===== config.mk =====
export PLATFORM = sky130hd
export DESIGN_NAME = ex_redirect_ctrl_flat
export DESIGN_NICKNAME = d
export VERILOG_FILES = /design/src/rtl/ex_redirect_if.sv /design/src/rtl/ex_redirect_ctrl.sv /design/src/flat_wrapper.sv
export SDC_FILE = /design/constraint.sdc
export NUM_CORES = 1
export LEC_CHECK = 0
export ABC_AREA = 1
export BUFFER_PORTS_ARGS = -buffer_cell sky130_fd_sc_hd__buf_2
export CORE_MARGIN = 2
export CORE_UTILIZATION = 44
export CTS_BUF_LIST = sky130_fd_sc_hd__clkbuf_4 sky130_fd_sc_hd__clkbuf_8
export DETAILED_ROUTE_END_ITERATION = 16
export PLACE_DENSITY = 0.79
export SLEW_MARGIN = 30
export SYNTH_ARGS = -nofsm -noshare
export SYNTH_HDL_FRONTEND = slang
export SYNTH_SLANG_ARGS = --single-unit

===== constraint.sdc =====
create_clock -name clk -period 1.7 [get_ports clk]
set_clock_uncertainty 0.15 [all_clocks]
set_input_delay 0.51 -clock clk [delete_from_list [all_inputs] [get_ports clk]]
set_output_delay 0.51 -clock clk [all_outputs]
set_load 0.1 [all_outputs]

===== src/rtl/ex_redirect_if.sv =====
`default_nettype none
// ============================================================================
//  Module      : ex_redirect_if
//  Description : EX-to-fetch redirect bundle. Carries the resolved jump/branch
//                decision and targets from the EX branch unit, and the
//                redirect valid/ready handshake towards the fetch PC mux.
//                The slave modport is the redirect controller; the master
//                modport is the surrounding pipeline (EX unit plus fetch).
//  Revision    : 1.0  initial release
// ============================================================================
interface ex_redirect_if #(
   parameter int XLEN = 64
) ();

   // EX branch unit results
   logic            i_ex_valid;
   logic            i_ex_jump_taken;
   logic            i_ex_branch_taken;
   logic [XLEN-1:0] i_ex_jump_target;
   logic [XLEN-1:0] i_ex_branch_target;

   // Redirect handshake with fetch
   logic            i_fetch_ready;
   logic            o_redirect_valid;
   logic [XLEN-1:0] o_redirect_pc;

   // Pipeline side: drives EX results and fetch ready, observes the redirect
   modport master (
      output i_ex_valid,
      output i_ex_jump_taken,
      output i_ex_branch_taken,
      output i_ex_jump_target,
      output i_ex_branch_target,
      output i_fetch_ready,
      input  o_redirect_valid,
      input  o_redirect_pc
   );

   // Redirect controller side
   modport slave (
      input  i_ex_valid,
      input  i_ex_jump_taken,
      input  i_ex_branch_taken,
      input  i_ex_jump_target,
      input  i_ex_branch_target,
      input  i_fetch_ready,
      output o_redirect_valid,
      output o_redirect_pc
   );

endinterface : ex_redirect_if
`default_nettype wire


===== src/rtl/ex_redirect_ctrl.sv =====
`default_nettype none
// ============================================================================
//  Module      : ex_redirect_ctrl
//  Description : Execute-stage control-flow redirect sequencer. Captures one
//                taken jump/branch while idle, presents the aligned target to
//                fetch until it is accepted, then keeps the front-end flush
//                asserted for FLUSH_CYCLES further cycles so the wrong-path
//                instructions in IF/ID/EX are squashed. Counts accepted
//                redirects in a wrapping event counter.
//  Revision    : 1.0  initial release
// ============================================================================
module ex_redirect_ctrl #(
   parameter int XLEN         = 64,
   parameter int FLUSH_CYCLES = 2,
   parameter int CNT_W        = 32
) (
   input  wire logic             clk,
   input  wire logic             rst_n,
   input  wire logic             i_stall,
   ex_redirect_if.slave          bus,
   output logic                  o_flush,
   output logic                  o_busy,
   output logic [CNT_W-1:0]      o_redirect_cnt
);

   // -------------------------------------------------------------------------
   // Elaboration-time parameter sanity
   // -------------------------------------------------------------------------
   generate
      if ((FLUSH_CYCLES < 0) || (FLUSH_CYCLES > 15)) begin : g_bad_flush_cycles
         $error("ex_redirect_ctrl: FLUSH_CYCLES must be within 0..15");
      end
      if (XLEN < 2) begin : g_bad_xlen
         $error("ex_redirect_ctrl: XLEN must be at least 2");
      end
      if (CNT_W < 1) begin : g_bad_cnt_w
         $error("ex_redirect_ctrl: CNT_W must be at least 1");
      end
   endgenerate

   // -------------------------------------------------------------------------
   // Constants
   // -------------------------------------------------------------------------
   // A zero-length flush skips the FLUSH state entirely after the handshake.
   localparam bit        c_HAS_FLUSH  = (FLUSH_CYCLES > 0);
   // The cycle right after the handshake is the first FLUSH cycle, so the
   // countdown starts one below the requested length.
   localparam logic [3:0] c_FLUSH_LOAD = 4'((FLUSH_CYCLES > 0) ? (FLUSH_CYCLES - 1) : 0);
   // Instruction targets are at least halfword aligned; bit 0 is always cleared.
   localparam logic [XLEN-1:0] c_ALIGN_MASK = {{(XLEN-1){1'b1}}, 1'b0};

   // -------------------------------------------------------------------------
   // State encoding
   // -------------------------------------------------------------------------
   typedef enum logic [1:0] {
      S_IDLE     = 2'd0,
      S_REDIRECT = 2'd1,
      S_FLUSH    = 2'd2
   } state_t;

   state_t            r_state;
   state_t            w_state_nxt;

   logic [XLEN-1:0]   r_redirect_pc;
   logic [CNT_W-1:0]  r_redirect_cnt;
   logic [3:0]        r_flush_cnt;
   logic [3:0]        w_flush_cnt_nxt;

   logic              w_taken;
   logic              w_capture;
   logic              w_handshake;
   logic [XLEN-1:0]   w_target;
   logic [XLEN-1:0]   w_target_aligned;

   // -------------------------------------------------------------------------
   // Capture / handshake qualification
   // -------------------------------------------------------------------------
   // Only IDLE may capture; anything taken while a redirect is in flight is
   // on the wrong path and is simply dropped.
   assign w_taken          = bus.i_ex_jump_taken | bus.i_ex_branch_taken;
   assign w_capture        = (r_state == S_IDLE) & bus.i_ex_valid & ~i_stall & w_taken;
   assign w_handshake      = (r_state == S_REDIRECT) & bus.i_fetch_ready;

   // Jump has priority when a jump and a branch both resolve taken together.
   assign w_target         = bus.i_ex_jump_taken ? bus.i_ex_jump_target
                                                 : bus.i_ex_branch_target;
   assign w_target_aligned = w_target & c_ALIGN_MASK;

   // -------------------------------------------------------------------------
   // FSM
   // -------------------------------------------------------------------------
   // State register
   always_ff @(posedge clk or negedge rst_n) begin
      if (!rst_n) begin
         r_state <= S_IDLE;
      end else begin
         r_state <= w_state_nxt;
      end
   end

   // Next-state and flush countdown; stall never freezes REDIRECT or FLUSH
   always_comb begin
      w_state_nxt     = r_state;
      w_flush_cnt_nxt = r_flush_cnt;
      case (r_state)
         S_IDLE: begin
            if (w_capture) begin
               w_state_nxt = S_REDIRECT;
            end
         end
         S_REDIRECT: begin
            if (w_handshake) begin
               if (c_HAS_FLUSH) begin
                  w_state_nxt     = S_FLUSH;
                  w_flush_cnt_nxt = c_FLUSH_LOAD;
               end else begin
                  w_state_nxt     = S_IDLE;
               end
            end
         end
         S_FLUSH: begin
            if (r_flush_cnt == 4'd0) begin
               w_state_nxt = S_IDLE;
            end else begin
               w_flush_cnt_nxt = r_flush_cnt - 4'd1;
            end
         end
         default: begin
            w_state_nxt = S_IDLE;
         end
      endcase
   end

   // -------------------------------------------------------------------------
   // Datapath registers
   // -------------------------------------------------------------------------
   // Redirect target, accepted-redirect counter and flush countdown
   always_ff @(posedge clk or negedge rst_n) begin
      if (!rst_n) begin
         r_redirect_pc  <= '0;
         r_redirect_cnt <= '0;
         r_flush_cnt    <= 4'd0;
      end else begin
         // Target only loads on capture, so it is stable through REDIRECT
         // and keeps its last value once back in IDLE.
         if (w_capture) begin
            r_redirect_pc <= w_target_aligned;
         end
         if (w_handshake) begin
            r_redirect_cnt <= r_redirect_cnt + CNT_W'(1);
         end
         r_flush_cnt <= w_flush_cnt_nxt;
      end
   end

   // -------------------------------------------------------------------------
   // Outputs: registers or pure state decodes, no input-to-output paths
   // -------------------------------------------------------------------------
   assign bus.o_redirect_valid = (r_state == S_REDIRECT);
   assign bus.o_redirect_pc    = r_redirect_pc;
   assign o_flush              = (r_state != S_IDLE);
   assign o_busy               = (r_state != S_IDLE);
   assign o_redirect_cnt       = r_redirect_cnt;

endmodule : ex_redirect_ctrl
`default_nettype wire


===== src/flat_wrapper.sv =====
// flat-port wrapper written by rule: the top's interface ports become plain ports
module ex_redirect_ctrl_flat 
#(
   parameter int XLEN         = 64,
   parameter int FLUSH_CYCLES = 2,
   parameter int CNT_W        = 32
)
  (clk, rst_n, i_stall, o_flush, o_busy, o_redirect_cnt, bus_i_ex_valid, bus_i_ex_jump_taken, bus_i_ex_branch_taken, bus_i_ex_jump_target, bus_i_ex_branch_target, bus_i_fetch_ready, bus_o_redirect_valid, bus_o_redirect_pc);
  ex_redirect_if #(.XLEN(XLEN)) bus_i ();
  input  wire logic clk;
  input  wire logic rst_n;
  input  wire logic i_stall;
  output logic o_flush;
  output logic o_busy;
  output logic [CNT_W-1:0] o_redirect_cnt;
  input wire logic [$bits(bus_i.i_ex_valid)-1:0] bus_i_ex_valid;
  input wire logic [$bits(bus_i.i_ex_jump_taken)-1:0] bus_i_ex_jump_taken;
  input wire logic [$bits(bus_i.i_ex_branch_taken)-1:0] bus_i_ex_branch_taken;
  input wire logic [$bits(bus_i.i_ex_jump_target)-1:0] bus_i_ex_jump_target;
  input wire logic [$bits(bus_i.i_ex_branch_target)-1:0] bus_i_ex_branch_target;
  input wire logic [$bits(bus_i.i_fetch_ready)-1:0] bus_i_fetch_ready;
  output wire logic [$bits(bus_i.o_redirect_valid)-1:0] bus_o_redirect_valid;
  output wire logic [$bits(bus_i.o_redirect_pc)-1:0] bus_o_redirect_pc;
  assign bus_i.i_ex_valid = bus_i_ex_valid;
  assign bus_i.i_ex_jump_taken = bus_i_ex_jump_taken;
  assign bus_i.i_ex_branch_taken = bus_i_ex_branch_taken;
  assign bus_i.i_ex_jump_target = bus_i_ex_jump_target;
  assign bus_i.i_ex_branch_target = bus_i_ex_branch_target;
  assign bus_i.i_fetch_ready = bus_i_fetch_ready;
  assign bus_o_redirect_valid = bus_i.o_redirect_valid;
  assign bus_o_redirect_pc = bus_i.o_redirect_pc;
  ex_redirect_ctrl #(.XLEN(XLEN), .FLUSH_CYCLES(FLUSH_CYCLES), .CNT_W(CNT_W)) u_core (.clk(clk), .rst_n(rst_n), .i_stall(i_stall), .bus(bus_i), .o_flush(o_flush), .o_busy(o_busy), .o_redirect_cnt(o_redirect_cnt));
endmodule

==> results of run 1 <==
repair_timing:
item                                   4_1_cts  5_1_grt
endpoints found under the hold margin       11        0
hold buffers                                 1        0
setup buffers                               27       12
pin swaps                                    1       21
setup endpoints to repair                   27       58
gates resized for setup                      8       80
metal layers:
metal	vias to the layer above	global-route usage (%)	part of all wire [%]
li1	2682	-	-
met1	2568	27.30	36
met3	53	5.184	6.9
met5	-	0	0
met2	277	45.15	54
met4	0	9.593	3.2
placed cells by master (no fill, tap or decap), types with 2 or more instances in the layout:
cell type | Yosys | routed
nand4_1 | 8 | 8
xnor2_1 | 9 | 9
buf_12 | 0 | 104
nor2_4 | 2 | 11
nor3_2 | 2 | 3
inv_2 | 0 | 2
o21ai_0 | 101 | 82
nand3_1 | 18 | 12
clkbuf_8 | 0 | 11
nand3_4 | 0 | 3
buf_4 | 2 | 59
clkinv_2 | 0 | 2
dfrtp_2 | 0 | 9
nor2_2 | 4 | 11
nand3_2 | 1 | 4
nor2_1 | 38 | 22
inv_1 | 103 | 99
o21ai_2 | 4 | 4
dfrtp_4 | 0 | 22
buf_2 | 11 | 130
clkinv_4 | 0 | 2
clkinvlp_4 | 0 | 2
nor3_1 | 12 | 6
dfrtp_1 | 101 | 70
o21ai_1 | 26 | 45
nand2_1 | 196 | 181
nand2_4 | 1 | 2
nand2_2 | 1 | 15
buf_6 | 4 | 8
nand3b_1 | 4 | 4
nor3_4 | 0 | 5
xor2_1 | 14 | 14
report_power, final:
| part | leakage (nW) | switching (mW) | internal (mW) |
|---|---|---|---|
| clock network | 0.0953 | 0.857 | 0.615 |
| registers | 1.22 | 0.939 | 3.26 |
| logic | 3.22 | 7.63 | 4.02 |
cells by family after synthesis:
family / Yosys count / synth area share [%]
AO/OA/AOI/OAI: 131 / 12.92
XOR/XNOR: 23 / 3.882
other: 1 / 0.07227
adder cells (fa/ha/maj): 2 / 0.4822
flip-flops: 101 / 48.71
buffers and inverters: 133 / 10.61
AND/OR/NAND/NOR: 288 / 23.32
through the flow:
stage          instance area, um2  hold WS (ns)  setup WS [ns]  setup TNS, ns
2_1_floorplan                5335       0.06441       -0.04156       -0.08777
3_3_place_gp                 8282        0.2307       -0.05678        -0.3683
3_5_place_dp                 8282        0.2361        -0.1133        -0.9962
4_1_cts                      8710        0.2177        -0.1947         -1.302
5_1_grt                      9022        0.2652        -0.2559         -5.978
6_report                     9025        0.2601        -0.2238         -1.327
final cells by class:
cell class | instances | area share (%)
antenna | 1 | 0.02773
clock buffer | 11 | 1.678
clock inverter | 5 | 0.3882
inverter | 103 | 4.353
multi-input combinational | 445 | 26.23
sequential | 101 | 29.04
tap | 143 | 1.983
timing repair buffer | 302 | 36.30
worst min path at each step:
| stage | cells past startpoint | endpoint | from | slack (ns) |
|---|---|---|---|---|
| after global routing | 2 | u_core.r_state[0] | bus_i_fetch_ready | 0.27 |
| final | 2 | u_core.r_state[0] | bus_i_fetch_ready | 0.26 |
| after detailed placement | 1 | u_core.o_redirect_cnt[2] | rst_n | 0.24 |
| after floorplan | 0 | u_core.bus.o_redirect_pc[10] | rst_n | 0.06 |
| after global placement | 1 | u_core.o_redirect_cnt[2] | rst_n | 0.23 |
| after CTS | 2 | u_core.r_state[0] | bus_i_fetch_ready | 0.22 |
state kept, by name, summed over array words and instances, names as in the netlist:
register                  cells
u_core.r_flush_cnt            4
u_core.bus.o_redirect_pc     63
u_core.o_redirect_cnt        32
u_core.r_state                2
==> flow_summary.toml, run 1 <==
[run_status]
status = "finished, violations left"
violations = "setup timing"

[setup_path]
cp_slowest_cell = "dfrtp_1"
cpLargestDelayFamily = "flip-flops"
crit_buf_inv = 1
crit_path_end_kind = "primary output"
r2r_cells = 8
crit_required_ns = 1.04
max_stage_delay_ns = 0.44
crit_path_cell_trace = "or2_4, buf_12"
worstSetupStartpointType = "flip-flop"
regToRegEndpoint = "u_core.o_redirect_cnt[26]"
r2r_slack_ns = -0.04
worstPathMaxFanout = 3
path_class = "flip-flop to primary output"
cp_num_cells = 2
cp.arrival_ns = 1.26
r2r-start = "u_core.o_redirect_cnt[10]"
startpoint = "u_core.r_state[0]"
setup.worst_path.end = "o_busy"

[place]
placed_cells = 1054
routabilityCongestion = 0.9470
hpwl_mm = 11.82
numPortBuffers = 230

[floorplanning]
start_util_pct = 45.25
die_area_mm2 = 0.01268
die-width_um = 112.6
fp.coreArea_mm2 = 0.01147
die_h_um = 112.6
io_pins = 234
row_count = 39

[power]
fin_total_pwr_mw = 17.33
ir_worst_vdd_v = 0.001353
p_leak_nw = 4.538
powerDensity_mw_per_mm2 = 1920

[timing]
finalCriticalPeriod_ns = 1.924
max_clock_freq_ghz = 0.5198
min_period_over_period_pct = 113.2
layout_setup_ws_ns = -0.2238
rsz0062_at_grt = "yes"
hold_viol = 0
setup_viol = 31
final_max_slew_viol_count = 0

[finish]
stdcell_count = 1111
nFillCells = 658
final_nets = 1099
layout-drive-gt1-share_pct = 42.61
syn2layout_area_growth_pct = 73.93
seqCellArea_mm2 = 0.002621
multi_input_area_mm2 = 0.002367
fin_util_pct = 78.70

[clock_tree]
cts-root-buf = "clkbuf_8"
htreeDepth = 3
cts_max_path_buffers = 2
cts_tree = "built"
cts_made_buffers = 9
insertion_delay_ns = 0.36
path_clk_slew_ns = 0.11
cts_sinks = 101

[synth]
synth_cell_types = 26
synth_top_cells_by_count = "nand2_1 (196), inv_1 (103), dfrtp_1 (101), o21ai_0 (101), nor2_1 (38)"
synthFlopType = "dfrtp_1"
yosys.area.top_type = "dfrtp_1"
synthArstFlopShare_pct = 100.0
ys_ff_latch = 101
synth_top_area_share_pct = 48.71
syn_inst = 679
syn_area_mm2 = 0.005189
yosysWarningCount = 0
yosys-top-cells-area = "dfrtp_1 (49%), nand2_1 (14%), o21ai_0 (9.7%), inv_1 (7.5%), nor2_1 (2.7%)"
ys_seq_area_share_pct = 48.71
synth_edf_count = 0
syn_area_per_cell_um2 = 7.642
syn-num-nets = 816
yosysMostFrequentCell = "nand2_1"

[detailed_routing]
vias = 5580
drt-wirelength-per-cell_um = 15.24
routed_wl_mm = 16.93
avgViaCountPerCell = 5.023
ant_nets = 0
initialDrtViolationCount = 397
drc = 0
drt_pass1_iterations = 9

[global_routing]
grt_pass1_wl_mm = 24.78
grt_pass1_vias = 5247
grt_max_degree = 56
grt_overflow = 0
grt_usage_pct = 24.43
antenna_found_initial = 0

[run]
max_cap_violations = 0

[worst_hold_path]
hold_class = "primary input to flip-flop"
Power figures use the tool's default switching activity.
==> run 2, diff against run 1 <==
==> constraint.sdc (replaced) <==
create_clock -name clk -period 1.7 [get_ports clk]
set_clock_uncertainty 0.15 [all_clocks]
set_input_delay 0.51 -clock clk [delete_from_list [all_inputs] [get_ports clk]]
set_output_delay 0.51 -clock clk [all_outputs]
set_load 0.05 [all_outputs]
==> run 2 against run 1 <==
  * The run still ends with setup timing left
  * Clock-buffer cell count decreased by 2
  * Combinational power shrank 43%
  * Power is 30% lower
  * Clock power rose by 18%
  * Sequential cell count is the same
  * Critical path type unchanged
==> flow_summary.toml, run 2 (synthesized netlist as in run 1, its figures left out) <==
[setup_path]
cp.arrival_ns = 1.23
crit_path_cell_trace = "or2_4, buf_8"
r2r_slack_ns = -0.11
crit_buf_inv = 1
regToRegEndpoint = "u_core.o_redirect_cnt[24]"
max_stage_delay_ns = 0.40
worstPathMaxFanout = 3
setup.worst_path.end = "o_flush"
startpoint = "u_core.r_state[0]"
path_class = "flip-flop to primary output"
r2r-start = "u_core.r_state[0]"
cpLargestDelayFamily = "flip-flops"
crit_required_ns = 1.04
cp_num_cells = 2
cp_slowest_cell = "dfrtp_1"
worstSetupStartpointType = "flip-flop"
crit_path_end_kind = "primary output"
r2r_cells = 9

[place]
hpwl_mm = 10.55
routabilityCongestion = 0.8880
numPortBuffers = 230
placed_cells = 1054

[run]
max_cap_violations = 0

[clock_tree]
cts_tree = "built"
insertion_delay_ns = 0.39
cts_sinks = 101
cts-root-buf = "clkbuf_8"
cts_max_path_buffers = 2
cts_made_buffers = 9
path_clk_slew_ns = 0.10
htreeDepth = 3

[floorplanning]
fp.coreArea_mm2 = 0.01147
start_util_pct = 45.25
die_area_mm2 = 0.01268
row_count = 39
die-width_um = 112.6
io_pins = 234
die_h_um = 112.6

[timing]
finalCriticalPeriod_ns = 1.892
final_max_slew_viol_count = 0
fin_hold_ws_ns = 0.2526
min_period_over_period_pct = 111.3
max_clock_freq_ghz = 0.5287
rsz0062_at_grt = "yes"
setup_viol = 17
hold_viol = 0
layout_setup_ws_ns = -0.1916

[global_routing]
grt_overflow = 0
grt_pass1_vias = 5424
grt_usage_pct = 25.26
antenna_found_initial = 0
grt_max_degree = 54
grt_pass1_wl_mm = 25.53

[finish]
fin_util_pct = 69.49
layout-drive-gt1-share_pct = 41.65
layout_common_cells = "nand2_1 (188), buf_2 (132), buf_4 (125)"
insertedDiodeCount = 0
final_common_cell = "nand2_1"
final_nets = 1114
largest_reg_flops = 63
syn2layout_area_growth_pct = 53.58
stdcell_count = 1125

[detailed_routing]
drc = 0
routed_wl_mm = 17.43
avgViaCountPerCell = 5.042
initialDrtViolationCount = 456
ant_nets = 0
vias = 5672
drt_pass1_iterations = 5
drt-wirelength-per-cell_um = 15.49

[power]
ir_worst_vdd_v = 0.001403
fin_total_pwr_mw = 12.18
powerDensity_mw_per_mm2 = 1529
p_leak_nw = 4.280

[run_status]
status = "finished, violations left"
violations = "setup timing"

[worst_hold_path]
hold_path_startpoint = "bus_i_ex_branch_target[46]"
hold_class = "primary input to flip-flop"
## run 2: changes by cell type in the layout (fill, tap and decap cells not counted), sizes merged
cell / change
buf: +8
clkbuf: +5
clkinvlp: -1
diode: -1
clkinv: -1
bufinv: +2
inv: +2
## run 2: power breakdown
group / total (mW) / internal [mW] / leakage (nW) / switching (mW)
Clock: 1.74 / 0.837 / 0.110 / 0.902
Combinational: 6.67 / 2.20 / 2.93 / 4.47
Sequential: 3.77 / 3.24 / 1.24 / 0.531
## run 2: cell type report
cell class	instances	area (um2)
clock buffer	9	123.9
timing repair buffer	317	2315
sequential	101	2552
fill	853	3498
multi-input combinational	445	2313
inverter	103	386.6
tap	143	178.9
clock inverter	7	98.84
## run 2: metrics by stage
step                setup WS (ns)  TNS [ns]  cell area, um2
floorplan                -0.01155  -0.01155            5228
detailed placement       -0.08034   -0.5949            6719
CTS                       -0.1957   -0.6423            7448
global route              -0.2387    -3.702            7969
global placement         -0.06320   -0.4014            6719
finish                    -0.1916    -1.096            7969
## run 2: worst reg2reg max path, cell delays in order (launching register included)
cell and delay, ns:
dfrtp_1 0.37, buf_4 0.14, buf_4 0.12, nand3_4 0.15, buf_6 0.20, buf_4 0.14
nor2_4 0.14, nand3_2 0.14, nand2_1 0.09, nand2_1 0.06
## run 2: repair_timing
| action | 4_1_cts | 5_1_grt |
|---|---|---|
| hold buffers | 1 | 0 |
| buffers inserted | 30 | 24 |
| endpoints found under the hold margin | 23 | 0 |
| pin swaps | 0 | 15 |
| resized for setup | 99 | 120 |
| endpoints found under the setup margin | 74 | 90 |
## run 2: routing by layer
layer | vias to the layer above | GRT usage, % | share of wire (%)
met5 | - | 0 | 0
met4 | 0 | 12.93 | 5.3
met3 | 80 | 8.639 | 8.9
met2 | 333 | 41.88 | 49
met1 | 2557 | 29.04 | 37
li1 | 2702 | - | -
## run 2: how the worst min path moves through the flow
stage	end	slack, ns	depth (start not counted)
final	u_core.bus.o_redirect_pc[46]	0.25	3
after global routing	u_core.bus.o_redirect_pc[16]	0.25	3
after CTS	u_core.r_state[0]	0.22	2
after detailed placement	u_core.o_redirect_cnt[8]	0.31	1
after global placement	u_core.o_redirect_cnt[8]	0.31	1
after floorplan	u_core.bus.o_redirect_pc[10]	0.06	0
==> run 3, diff against run 2 <==
--- a/config.mk
+++ b/config.mk
@@ -12,6 +12,7 @@
 export CTS_BUF_LIST = sky130_fd_sc_hd__clkbuf_4 sky130_fd_sc_hd__clkbuf_8
 export DETAILED_ROUTE_END_ITERATION = 16
 export PLACE_DENSITY = 0.79
+export SETUP_SLACK_MARGIN = 0.4
 export SLEW_MARGIN = 30
 export SYNTH_ARGS = -nofsm -noshare
 export SYNTH_HDL_FRONTEND = slang
==> run 3 against run 2 <==
  * The flow still finishes with violations (setup timing)
  * Critical path type unchanged
  * Via count increased by 3.3%
  * Clock power decreased by 9%
  * Critical path depth increased by 1
  * Largest cell class is now buffers
  * Global-route usage increased by 1.5 points
==> flow_summary.toml, run 3 (synthesized netlist as in run 1, its figures left out) <==
[place]
numPortBuffers = 230
routabilityCongestion = 0.8852
hpwl_mm = 10.61
placed_cells = 1044

[clock_tree]
cts-root-buf = "clkbuf_8"
cts_made_buffers = 9
path_clk_slew_ns = 0.10
cts_tree = "built"
insertion_delay_ns = 0.38
htreeDepth = 3
cts_max_path_buffers = 2
cts_sinks = 101

[timing]
setup_viol = 79
relSlewSlack_pct = 51.98
max_clock_freq_ghz = 0.5232
finalCriticalPeriod_ns = 1.911
layout_setup_ws_ns = -0.2112
tightest_slew_ns = 0.7177
min_period_over_period_pct = 112.4
rsz0062_at_grt = "yes"
tns_ns = -10.97
hold_viol = 0
final_max_slew_viol_count = 0

[global_routing]
grt_max_degree = 51
globalRoute.busiestLayer = "met2"
antenna_found_initial = 0
grt_overflow = 0
grt_pass1_vias = 5725
use_met1_pct = 29.80
met3_usage_pct = 5.886
grt_pass1_wl_mm = 27.13
grtUsageMet2_pct = 48.82
grt_usage_pct = 26.76

[finish]
layout-drive-gt1-share_pct = 50.54
layout_common_cells = "nand2_1 (160), buf_2 (130), inv_1 (97)"
nFillCells = 714
final_nets = 1157
final_common_cell = "nand2_1"
insertedDiodeCount = 0
stdcell_count = 1168
largest_reg_flops = 63
syn2layout_area_growth_pct = 75.24

[power]
ir_worst_vdd_v = 0.001035
powerDensity_mw_per_mm2 = 1528
p_leak_nw = 4.735

[setup_path]
crit_buf_inv = 2
crit_required_ns = 1.04
cp.arrival_ns = 1.25
worstPathMaxFanout = 3
crit_path_cell_trace = "nand2_1, clkinvlp_4, buf_8"
crit_path_end_kind = "primary output"
cp_num_cells = 3
max_stage_delay_ns = 0.42
r2r_cells = 9
path_class = "flip-flop to primary output"
cpLargestDelayFamily = "flip-flops"
worstSetupStartpointType = "flip-flop"
cp_slowest_cell = "dfrtp_1"

[detailed_routing]
ant_nets = 0
drt_pass1_iterations = 5
drt-wirelength-per-cell_um = 16.29
avgViaCountPerCell = 5.018
vias = 5861
initialDrtViolationCount = 368
routed_wl_mm = 19.03
drc = 0

[worst_hold_path]
hold_class = "primary input to flip-flop"
min_path_cells = 2

[floorplanning]
die_h_um = 112.6
die-width_um = 112.6
io_pins = 234
start_util_pct = 45.25
die_area_mm2 = 0.01268
row_count = 39
fp.coreArea_mm2 = 0.01147

[run]
max_cap_violations = 0

[run_status]
status = "finished, violations left"
violations = "setup timing"
[run 3: where the power goes]
| group | switching (mW) | internal, mW |
|---|---|---|
| combinational | 4.93 | 3.42 |
| sequential | 0.710 | 3.24 |
| clock | 0.893 | 0.697 |
| total | 6.53 | 7.36 |
[run 3: repair_timing]
| item | in CTS | in global routing |
|---|---|---|
| endpoints found under the hold margin | 17 | 0 |
| hold buffers | 1 | 0 |
| setup buffers | 68 | 33 |
| resized for setup | 302 | 74 |
| cloned | 4 | 2 |
| pin swaps | 24 | 21 |
| setup endpoints to repair | 197 | 247 |
[run 3: per-layer routing]
metal | share of wire (%) | routed length (um)
met1 | 37 | 6956
met2 | 53 | 10070
met3 | 6.3 | 1198
met4 | 4.2 | 805
met5 | 0 | 0
[run 3: metrics by stage]
step / power [mW] / instance area [um2] / utilization (%) / setup slack, ns / hold slack, ns
final: 13.89 / 9092 / 79.29 / -0.2112 / 0.2016
after global routing: 14.45 / 9092 / 79.29 / -0.2490 / 0.1888
after CTS: 12.92 / 8498 / 74.11 / -0.1735 / 0.2042
after detailed placement: 9.373 / 6738 / 58.76 / -0.04259 / 0.2528
after global placement: 9.271 / 6738 / 58.76 / -0.01524 / 0.2516
after floorplan: 7.930 / 5411 / - / 0.03802 / 0.06441
[run 3: path summary, 6_finish.rpt]
check / start / endpoint / slack (ns)
worst max register to register: u_core.r_state[0] / u_core.bus.o_redirect_pc[14] / -0.20
worst min-delay path: bus_i_fetch_ready / u_core.r_state[0] / 0.20
max in group asynchronous: rst_n / u_core.bus.o_redirect_pc[9] / 0.50
min in group asynchronous: rst_n / u_core.o_redirect_cnt[31] / 0.39
worst max-delay path: u_core.r_state[0] / bus_o_redirect_valid / -0.21
worst min register to register: u_core.bus.o_redirect_pc[56] / u_core.bus.o_redirect_pc[56] / 0.37
[run 3: cell type report]
cell class / instances / area, um2 / area share (%)
Clock buffer: 10 / 131.4 / 1.445
Sequential cell: 101 / 2564 / 28.20
Clock inverter: 6 / 61.31 / 0.6743
Tap cell: 143 / 178.9 / 1.968
Timing Repair Buffer: 359 / 3115 / 34.26
Inverter: 103 / 395.4 / 4.348
Multi-Input combinational cell: 446 / 2646 / 29.10
